<file path="src/rtl/jam_cost_server.sv">
// jam_cost_server: cost-table responder for the job-assignment engine.
// Loads a 64-entry worker x job cost table and holds the engine in reset
// until the table is complete. It then serves combinational cost lookups
// and captures the engine's final result together with a run-length cycle count.
// Optional feature macro: JAM_QUERY_STATS_EN adds the PermCnt assignment counter.
module jam_cost_server #(
  parameter int unsigned COST_W = 7,
  parameter int unsigned CNT_W  = 24
) (
  input  logic              CLK,
  input  logic              RST_N,
  input  logic              LdValid,
  input  logic [COST_W-1:0] LdData,
  output logic              LdReady,
  output logic              JamRst,
  input  logic [2:0]        W,
  input  logic [2:0]        J,
  output logic [COST_W-1:0] Cost,
  input  logic              Valid,
  input  logic [9:0]        MinCost,
  input  logic [3:0]        MatchCount,
  input  logic              Restart,
  output logic              Done,
  output logic [9:0]        ResMinCost,
  output logic [3:0]        ResMatchCount,
`ifdef JAM_QUERY_STATS_EN
  output logic [15:0]       PermCnt,
`endif
  output logic [CNT_W-1:0]  CycleCnt
);

  localparam int unsigned DEPTH  = 64;
  localparam int unsigned ADDR_W = 6;

  typedef enum logic [1:0] {LOAD, RELEASE, SERVE, DONE} state_t;

  state_t              state, state_d;
  logic [ADDR_W-1:0]   addr, addr_d;
  logic                rel_cnt, rel_cnt_d;
  logic                ld_ready_d, jam_rst_d, done_d;
  logic [9:0]          res_min_d;
  logic [3:0]          res_cnt_d;
  logic [CNT_W-1:0]    cyc_d;
  logic                xfer_c;
  logic [COST_W-1:0]   table_q [DEPTH];

`ifdef JAM_QUERY_STATS_EN
  logic [15:0]         perm_d;
  logic                w7_q;
`endif

  assign xfer_c = (state == LOAD) && LdValid && LdReady;

  // Lookup is a pure combinational read of the table.
  assign Cost = table_q[{W, J}];

  // Table storage: written by accepted load entries, never reset.
  always_ff @(posedge CLK) begin
    if (RST_N && xfer_c) table_q[addr] <= LdData;
  end

  // State and registered-output update with synchronous active-low reset.
  always_ff @(posedge CLK) begin
    if (!RST_N) begin
      state         <= LOAD;
      addr          <= '0;
      rel_cnt       <= 1'b0;
      LdReady       <= 1'b0;
      JamRst        <= 1'b1;
      Done          <= 1'b0;
      ResMinCost    <= '0;
      ResMatchCount <= '0;
      CycleCnt      <= '0;
`ifdef JAM_QUERY_STATS_EN
      PermCnt       <= '0;
      w7_q          <= 1'b0;
`endif
    end else begin
      state         <= state_d;
      addr          <= addr_d;
      rel_cnt       <= rel_cnt_d;
      LdReady       <= ld_ready_d;
      JamRst        <= jam_rst_d;
      Done          <= done_d;
      ResMinCost    <= res_min_d;
      ResMatchCount <= res_cnt_d;
      CycleCnt      <= cyc_d;
`ifdef JAM_QUERY_STATS_EN
      PermCnt       <= perm_d;
      w7_q          <= (W == 3'd7);
`endif
    end
  end

  // Next-state and next-output logic; every register holds by default.
  always_comb begin
    state_d    = state;
    addr_d     = addr;
    rel_cnt_d  = rel_cnt;
    ld_ready_d = LdReady;
    jam_rst_d  = JamRst;
    done_d     = Done;
    res_min_d  = ResMinCost;
    res_cnt_d  = ResMatchCount;
    cyc_d      = CycleCnt;
`ifdef JAM_QUERY_STATS_EN
    perm_d     = PermCnt;
`endif
    case (state)
      LOAD: begin
        ld_ready_d = 1'b1;
        if (xfer_c) begin
          addr_d = addr + ADDR_W'(1);
          if (addr == ADDR_W'(DEPTH - 1)) begin
            ld_ready_d = 1'b0;
            state_d    = RELEASE;
          end
        end
      end
      RELEASE: begin
        // Two cycles of engine reset flush its registered Valid.
        jam_rst_d = 1'b1;
        if (rel_cnt) begin
          rel_cnt_d = 1'b0;
          jam_rst_d = 1'b0;
          state_d   = SERVE;
        end else begin
          rel_cnt_d = 1'b1;
        end
      end
      SERVE: begin
`ifdef JAM_QUERY_STATS_EN
        if ((W == 3'd7) && !w7_q && (PermCnt != 16'hFFFF))
          perm_d = PermCnt + 16'd1;
`endif
        if (Valid) begin
          res_min_d = MinCost;
          res_cnt_d = MatchCount;
          done_d    = 1'b1;
          state_d   = DONE;
        end else if (CycleCnt != {CNT_W{1'b1}}) begin
          cyc_d = CycleCnt + CNT_W'(1);
        end
      end
      DONE: begin
        if (Restart) begin
          done_d    = 1'b0;
          cyc_d     = '0;
          jam_rst_d = 1'b1;
          rel_cnt_d = 1'b0;
          state_d   = RELEASE;
`ifdef JAM_QUERY_STATS_EN
          perm_d    = '0;
`endif
        end
      end
      default: state_d = LOAD;
    endcase
  end

endmodule
</file>
<file path="config.mk">
export PLATFORM = sky130hd
export DESIGN_NAME = jam_cost_server
export DESIGN_NICKNAME = d
export VERILOG_FILES = /design/src/rtl/jam_cost_server.sv
export SDC_FILE = /design/constraint.sdc
export NUM_CORES = 1
export LEC_CHECK = 0
export ABC_CLOCK_PERIOD_IN_PS = 4100
export CORE_MARGIN = 5
export CORE_UTILIZATION = 40
export DETAILED_ROUTE_END_ITERATION = 10
export RECOVER_POWER = 25
export SLEW_MARGIN = 40
export SYNTH_ARGS = -nofsm -noshare
export SYNTH_HDL_FRONTEND = slang
export SYNTH_SLANG_ARGS = --single-unit
</file>
<file path="constraint.sdc">
create_clock -name CLK -period 4.1 [get_ports CLK]
set_input_delay 0.82 -clock CLK [delete_from_list [all_inputs] [get_ports CLK]]
set_output_delay 0.82 -clock CLK [all_outputs]
set_load 0.02 [all_outputs]
</file>
; ---- Word-level counts from Yosys, hierarchy flattened
; Memories as Yosys holds them, arrays and structs flattened.
; Cells that the tools add are included.
; Widths: inputs -> output; s select.
[word_totals]
inputBits = 32
register_bits = 50
ram_bits = 448
word_cells = 57
memories = 1
output_inout_bits = 48
[memory_table]
columns = memory, words, width, read_ports, rd_clocked_by_memory_dff, write_ports, line
row1 = table_q, 64, 7, 1, 0, 1, 45  ; logic [COST_W-1:0] table_q [DEPTH];
[classes]
eq_ne = 12
muxes = 21
n_reduce_logical = 12
addsub = 2
[op_table]
columns = cell, count
row1 = $mux 24, 3
row2 = $pmux 24 s2, 1
row3 = $add 24x1->24 const B, 1
row4 = $ne 24x24->1 const B, 1
row5 = $ne 2x2->1 const B, 6
row6 = $mux 2, 5
row7 = $mux 1, 8
row8 = $pmux 2 s4, 1
row9 = $add 6x1->6 const B, 1
row10 = $eq 6x6->1 const B, 1
row11 = $pmux 1 s2, 3
row12 = $reduce_and 2->1, 3
row13 = $reduce_and 5->1, 1
row14 = $eq 2x2->1 const B, 2
row15 = $reduce_and 4->1, 1
row16 = $reduce_bool 2->1, 2
row17 = $logic_and 1x1->1, 3
row18 = $reduce_and 3->1, 1
row19 = $eq 2x1->1 const B, 1
row20 = $logic_not 2->1, 1
row21 = $ne 2x1->1 const B, 1

; ---- Depth between registers and ports, before layout
; Gate-level depths: netlist of run 1.
[logic_depth]
depth_word = 6
depth_mapped = 9
depth_no_buf = 7

; ---- Worst setup path after synthesis of run 1
; No wires, ideal clock.
[synth_timing]
kind = input port to output port
from = in J[0]
to = out Cost[5]
n_path_buf = 5
cell_stages = 8
slack_ns = 0.720
arrival_time_ns = 2.560
required_time_ns = 3.280
cell_sequence = buf_2 > buf_6 > buf_4 > buf_4 > buf_4 > mux2_2 > o21ai_0 > o32ai_1
[synth_via]
elab_chain_cells = 1
[synth_rtl]
columns = item, line
row1 = from (decl), 17  ; input logic [2:0] J,
row2 = $mem_v2 64x7, -
row3 = to (decl), 18  ; output logic [COST_W-1:0] Cost,
; No other way between the ends.

; ---- Worst setup path in the final report of run 1
[layout_timing]
from = in W[1]
to = out Cost[4]
[layout_via]
elab_chain_cells = 1
[layout_rtl]
columns = item, line
row1 = from (decl), 16  ; input logic [2:0] W,
row2 = $mem_v2 64x7, -
; No other way between the ends.

==> results of run 1 <==
## power breakdown
part	total, mW	leakage [nW]	internal (mW)	switching [mW]
clock	4.46	0.789	2.57	1.89
sequential	5.54	4.43	5.53	0.00367
combinational	0.523	2.16	0.225	0.299
## worst register-to-register path: stages, from the launching register on
cell and delay [ns]:
dfxtp_1 0.34, inv_1 0.09, ha_1 0.22, and4_1 0.33, nand3_1 0.59, nor2_1 0.84
## layout by cell type, fill, tap and decap left out, types with 6 or more instances in the layout
cell / instances
a21oi_1: 22
nand3_1: 24
clkinv_1: 13
mux2_2: 21
nand2b_1: 6
o22ai_1: 14
buf_12: 8
buf_4: 59
nor2_1: 92
clkinv_2: 11
nor4_1: 6
o21ai_0: 24
edfxtp_1: 448
dfxtp_1: 50
clkbuf_16: 53
inv_1: 8
or2_2: 6
nor2b_1: 10
mux2i_1: 16
o31a_1: 8
clkbuf_1: 18
or3_1: 8
nor3_1: 8
ha_1: 6
o311ai_0: 8
nand2_1: 58
mux4_2: 107
and3_1: 9
o221ai_1: 6
a211o_1: 6
clkdlybuf4s50_1: 62
## what timing repair did
item	CTS	global route
cloned	0	0
gates resized for setup	15	7
endpoints found under the setup margin	7	3
setup buffers	0	0
## cell families (layout without fill, tap and decap cells)
family | count (synthesis) | count (layout) | share of synthesized area
buffers and inverters | 66 | 251 | 0.0154
DFF | 498 | 498 | 0.725
muxes | 144 | 144 | 0.141
AOI/OAI and AO/OA | 139 | 139 | 0.0505
and+or+nand+nor | 255 | 255 | 0.0620
adders and majority gates | 6 | 6 | 0.00377
xor gates and xnor gates | 5 | 5 | 0.00220
## worst paths after layout
kind | to | slack [ns] | cells after the start
worst min register to register | ResMinCost[3] | 0.45 | 2
worst min-delay path | ResMinCost[3] | 0.45 | 2
worst max register to register | table_q[38][5] | 1.30 | 5
worst max-delay path | Cost[4] | 0.17 | 7
## registers in the layout (all words and copies together), names as in the netlist
name,cells
Done,1
addr,6
state,2
LdReady,1
JamRst,1
CycleCnt,24
table_q,448
ResMatchCount,4
rel_cnt,1
ResMinCost,10
## per-layer routing
| metal | wire length [µm] | vias up | share of wire | GRT usage |
|---|---|---|---|---|
| li1 | - | 4821 | - | - |
| met1 | 20700 | 5698 | 0.44 | 0.251 |
| met2 | 22600 | 384 | 0.48 | 0.281 |
| met3 | 3030 | 64 | 0.064 | 0.0351 |
| met4 | 923 | 0 | 0.020 | 0.0434 |
| met5 | 0 | - | 0 | 0 |
## stage by stage
step	util	TNS (ns)	cell area (µm²)	total power, mW	worst slack [ns]
2_1_floorplan	-	0	19900	5.90	0.720
3_3_place_gp	0.444	-0.393	21800	6.16	-0.0743
3_5_place_dp	0.445	-0.733	21900	6.17	-0.189
4_1_cts	0.478	0	23500	10.6	0.00233
5_1_grt	0.478	0	23500	10.9	0.0602
6_report	0.478	0	23500	10.5	0.173
## cells in the mapped netlist, types with 5 or more instances
| library cell | count | share of area |
|---|---|---|
| a2111oi_0 | 7 | 0.0031 |
| a211o_1 | 6 | 0.0026 |
| a21oi_1 | 22 | 0.0055 |
| and3_1 | 9 | 0.0028 |
| buf_2 | 17 | 0.0043 |
| clkbuf_1 | 30 | 0.0057 |
| dfxtp_1 | 50 | 0.050 |
| edfxtp_1 | 448 | 0.68 |
| ha_1 | 6 | 0.0038 |
| inv_1 | 8 | 0.0015 |
| mux2_2 | 21 | 0.012 |
| mux2i_1 | 16 | 0.0080 |
| mux4_2 | 107 | 0.12 |
| nand2_1 | 58 | 0.011 |
| nand2b_1 | 6 | 0.0019 |
| nand3_1 | 24 | 0.0060 |
| nor2_1 | 94 | 0.018 |
| nor2b_1 | 10 | 0.0031 |
| nor3_1 | 8 | 0.0020 |
| nor4_1 | 6 | 0.0019 |
| o21ai_0 | 24 | 0.0060 |
| o221ai_1 | 6 | 0.0026 |
| o22ai_1 | 14 | 0.0044 |
| o311ai_0 | 8 | 0.0035 |
| o31a_1 | 8 | 0.0035 |
| o31ai_1 | 5 | 0.0019 |
| o32ai_1 | 6 | 0.0026 |
| o41ai_1 | 5 | 0.0022 |
| or2_2 | 6 | 0.0019 |
| or3_1 | 8 | 0.0025 |
| xor2_1 | 5 | 0.0022 |
## area by class of cell
type,count,area share
multi-input combinational,549,0.222
clock inverter,30,0.00931
inverter,8,0.00128
tap,664,0.0353
timing repair buffer,147,0.0584
sequential,498,0.615
clock buffer,66,0.0589
==> flow_summary.json, run 1 <==
{
  "outcome": "finished, violations left",
  "violations": "max-capacitance violations, max-slew violations",
  "dp_hpwl_um": 30400,
  "cp_slowest_stage_delay_ns": 0.60,
  "fin_nets": 1294,
  "synth_fp_nets": 1151,
  "async_flop_share": 0,
  "wl_um": 47300,
  "final_layout_size_suffix_gt1_frac": 0.230,
  "routabilityCongestion": 0.847,
  "ant_nets": 0,
  "crit_fanout": 14,
  "overflow": 0,
  "cts_buffer_depth": 3,
  "power.density_nw_per_um2": 448,
  "syn_inst": 1113,
  "cts_tree": "done",
  "slew_viol_final": 230,
  "clk_pin_slew_ns": 0.06,
  "start_kind": "input port",
  "cts_root_buf": "clkbuf_16",
  "antenna_found_initial": 0,
  "setup_viol": 0,
  "slew_headroom": -0.664,
  "clock_sinks": 498,
  "required_ns": 3.28,
  "grt_pass1_vias": 11200,
  "startpoint": "W[1]",
  "core_region_area_um2": 49200,
  "synth_cell_type_count": 63,
  "min_period_over_period": 0.958,
  "grt_start_max_net_pins": 65,
  "hold_slack_ns": 0.452,
  "dr.pass1.iters": 7,
  "numPlacedInstances": 1866,
  "cp_num_buf_inv": 4,
  "clk_latency_ns": 0.58,
  "vias": 11000,
  "fp.dieW_um": 233,
  "cp_cell_sequence": "clkdlybuf4s50_1, buf_6, mux2_2, a2111oi_0, buf_4, o32ai_1, dlygate4sd2_1",
  "critPathTopFamily": "buffers and inverters",
  "cts_max_level": 2,
  "hold_path.class": "reg -> reg",
  "hold_viol": 0,
  "wl_per_cell_um": 24.1,
  "worst_pin_slew_ns": 2.50,
  "clock_skew_ns": 0.0164,
  "n_fill_cell": 4139,
  "drc": 0,
  "grt_setup_unrepaired": "false",
  "drt_iter0_drc": 977,
  "grt_pass1_wl_um": 72400,
  "io_pins": 80,
  "p_leak_nw": 7.38,
  "fmaxAchievable_mhz": 255,
  "rr_startpoint": "state[0]",
  "max-vdd-ir-drop_mv": 0.315,
  "ys_seq_elements": 498,
  "ys.flop_type": "edfxtp_1",
  "endpoint_kind": "primary output",
  "synth-edff-count": 448,
  "crit_slowest_cell": "clkdlybuf4s50_1",
  "multi_input_area_um2": 5220,
  "dieArea_um2": 54400,
  "die_y_um": 233,
  "std_cell_rows": 81,
  "areaGrowthSynthToFinish_pct": 18.0,
  "via_per_inst": 5.59,
  "stdcell_count": 1962,
  "min_period_ns": 3.93,
  "seq_area_um2": 14500,
  "syn_area_per_cell_um2": 17.9,
  "cts-hold-fix-buffers": 0,
  "start_util": 0.405,
  "ys_seq_area_frac": 0.725,
  "hold_start": "ResMinCost[3]",
  "yosysWarnings": 0,
  "syn-cell-area_um2": 19900,
  "path_class": "in -> out",
  "grt.total_usage": 0.176,
  "maxCapViolCount": 5,
  "port_buffers": 79,
  "diodes": 0,
  "cts_buffers": 52,
  "critPathArrivalTime_ns": 3.11
}
(Power assumes the default switching activity.)
==> run 2, diff against run 1 <==
--- a/config.mk
+++ b/config.mk
@@ -5,7 +5,7 @@
 export SDC_FILE = /design/constraint.sdc
 export NUM_CORES = 1
 export LEC_CHECK = 0
-export ABC_CLOCK_PERIOD_IN_PS = 4100
+export ABC_CLOCK_PERIOD_IN_PS = 4500
 export CORE_MARGIN = 5
 export CORE_UTILIZATION = 40
 export DETAILED_ROUTE_END_ITERATION = 10
==> constraint.sdc (replaced) <==
create_clock -name CLK -period 4.5 [get_ports CLK]
set_input_delay 0.9 -clock CLK [delete_from_list [all_inputs] [get_ports CLK]]
set_output_delay 0.9 -clock CLK [all_outputs]
set_load 0.02 [all_outputs]
==> run 2 against run 1 <==
  * The flow still finishes with violations (max-capacitance violations, max-slew violations)
  * Sequential cell count is the same
  * Clock skew grew 0.011 ns
  * First-iteration DRC count shrank 16%
  * Clock power shrank 7.6%
  * Final cell count shrank 0.71%
  * Count of clock-buffer cells in the layout grew 4
  * Worst setup slack lost 0.029 ns
  * Critical path depth grew 1
  * Utilization shrank 0.31 points
  * Largest cell class unchanged
==> flow_summary.json, run 2 (synthesis results as in run 1) <==
{
  "drc": 0,
  "numPlacedInstances": 1853,
  "grt_start_max_net_pins": 65,
  "worstRegToRegCells": 6,
  "core_region_area_um2": 49200,
  "r2r_slack_ns": 1.73,
  "p_leak_nw": 7.24,
  "largest_register_ffs": 448,
  "cts_buffer_depth": 3,
  "start_kind": "input port",
  "cp_slowest_stage_delay_ns": 0.70,
  "grt.total_usage": 0.172,
  "antenna_found_initial": 0,
  "vias": 10800,
  "cts_max_level": 2,
  "timing.rr.end": "table_q[33][2]",
  "path_class": "in -> out",
  "fin_nets": 1281,
  "die_y_um": 233,
  "post-place-ws_ns": -0.0897,
  "grt_pass1_wl_um": 70600,
  "dieArea_um2": 54400,
  "wl_per_cell_um": 23.9,
  "cts_root_buf": "clkbuf_16",
  "postLayoutCellArea_um2": 23400,
  "io_pins": 80,
  "cts-hold-fix-buffers": 0,
  "final_layout_size_suffix_gt1_frac": 0.216,
  "worst_pin_slew_ns": 3.16,
  "ant_nets": 0,
  "grt_setup_unrepaired": "false",
  "via_per_inst": 5.52,
  "min_path_cells": 2,
  "hold_start": "ResMinCost[6]",
  "crit_fanout": 14,
  "areaGrowthSynthToFinish_pct": 17.2,
  "critPathTopFamily": "buffers and inverters",
  "crit_slowest_cell": "clkdlybuf4s50_1",
  "n_fill_cell": 4132,
  "maxCapViolCount": 4,
  "wl_um": 46500,
  "fp.dieW_um": 233,
  "routabilityCongestion": 0.807,
  "min_period_over_period": 0.968,
  "port_buffers": 79,
  "placed_cell_area_um2": 21700,
  "min_period_ns": 4.36,
  "overflow": 0,
  "layout_commonest_cell": "edfxtp_1",
  "hold_path.class": "reg -> reg",
  "drt_iter0_drc": 823,
  "dp_hpwl_um": 29400,
  "hold_slack_ns": 0.452,
  "slew_viol_final": 233,
  "clock_skew_ns": 0.0277,
  "clk_latency_ns": 0.59,
  "stdcell_count": 1948,
  "power.density_nw_per_um2": 412,
  "rr_startpoint": "state[0]",
  "hold_viol": 0,
  "dr.pass1.iters": 5,
  "fmaxAchievable_mhz": 230,
  "cp_num_buf_inv": 4,
  "endpoint_kind": "primary output",
  "setup_slack_ns": 0.144,
  "mostFrequentLayoutCells": "448 x edfxtp_1, 107 x mux4_2, 92 x nor2_1, 69 x clkdlybuf4s50_1, 58 x nand2_1",
  "holdPathEnd": "ResMinCost[6]",
  "critPathArrivalTime_ns": 3.46,
  "clk_pin_slew_ns": 0.06,
  "max-vdd-ir-drop_mv": 0.319,
  "setup_viol": 0,
  "grt_pass1_vias": 11100,
  "violations": "max-capacitance violations, max-slew violations",
  "top_register": "table_q",
  "cp_cell_sequence": "clkdlybuf4s50_1, buf_12, nand2b_1, buf_12, o22ai_1, o31a_1, o32ai_1, clkdlybuf4s50_1",
  "start_util": 0.405,
  "required_ns": 3.60,
  "cts_tree": "done",
  "cts_buffers": 52,
  "slew_headroom": -1.10,
  "outcome": "finished, violations left",
  "std_cell_rows": 81,
  "finalSetupTns_ns": 0,
  "largestRegisters": "table_q (448), CycleCnt (24), ResMinCost (10)",
  "diodes": 0,
  "clock_sinks": 498
}
## run 2: stage by stage
stage	power, mW	utilization
6_report	9.63	0.475
5_1_grt	9.94	0.475
4_1_cts	9.71	0.475
3_5_place_dp	5.60	0.442
3_3_place_gp	5.60	0.442
2_1_floorplan	5.37	-
## run 2: tightest hold or removal path, stage by stage, from the launching register on
cell,delay [ns]
dfxtp_1,0.30
nand2_1,0.05
a21oi_1,0.05
## run 2: cell type report
| cell class | count | area, µm² | area share |
|---|---|---|---|
| sequential | 498 | 14500 | 0.619 |
| multi-input combinational | 549 | 5190 | 0.222 |
| clock buffer | 70 | 1410 | 0.0604 |
| timing repair buffer | 134 | 1230 | 0.0526 |
| tap | 664 | 831 | 0.0356 |
| clock inverter | 25 | 220 | 0.00943 |
| inverter | 8 | 30.0 | 0.00129 |
## run 2: per-layer routing
| metal | GRT usage | up-vias | part of all wire |
|---|---|---|---|
| met5 | 0 | - | 0 |
| met3 | 0.0395 | 59 | 0.067 |
| met4 | 0.0401 | 0 | 0.017 |
| met2 | 0.276 | 327 | 0.48 |
| met1 | 0.241 | 5568 | 0.43 |
| li1 | - | 4803 | - |
## run 2: worst max-delay path by stage
stage | from | end | depth (start not counted)
finish | W[1] | Cost[6] | 8
global route | J[0] | Cost[5] | 8
CTS | J[0] | Cost[0] | 8
detailed placement | J[0] | Cost[1] | 7
global placement | J[0] | Cost[1] | 8
floorplan | J[0] | Cost[5] | 8
## run 2: power by group
| group | internal (mW) | leakage (nW) | switching (mW) |
|---|---|---|---|
| logic | 0.193 | 2.03 | 0.263 |
| registers | 5.04 | 4.43 | 0.00326 |
| clock network | 2.37 | 0.784 | 1.75 |
## run 2: what timing repair did
item	in CTS	in global routing
gates cloned	0	0
gates resized for setup	1	8
buffers inserted	0	0
endpoints found under the setup margin	1	7
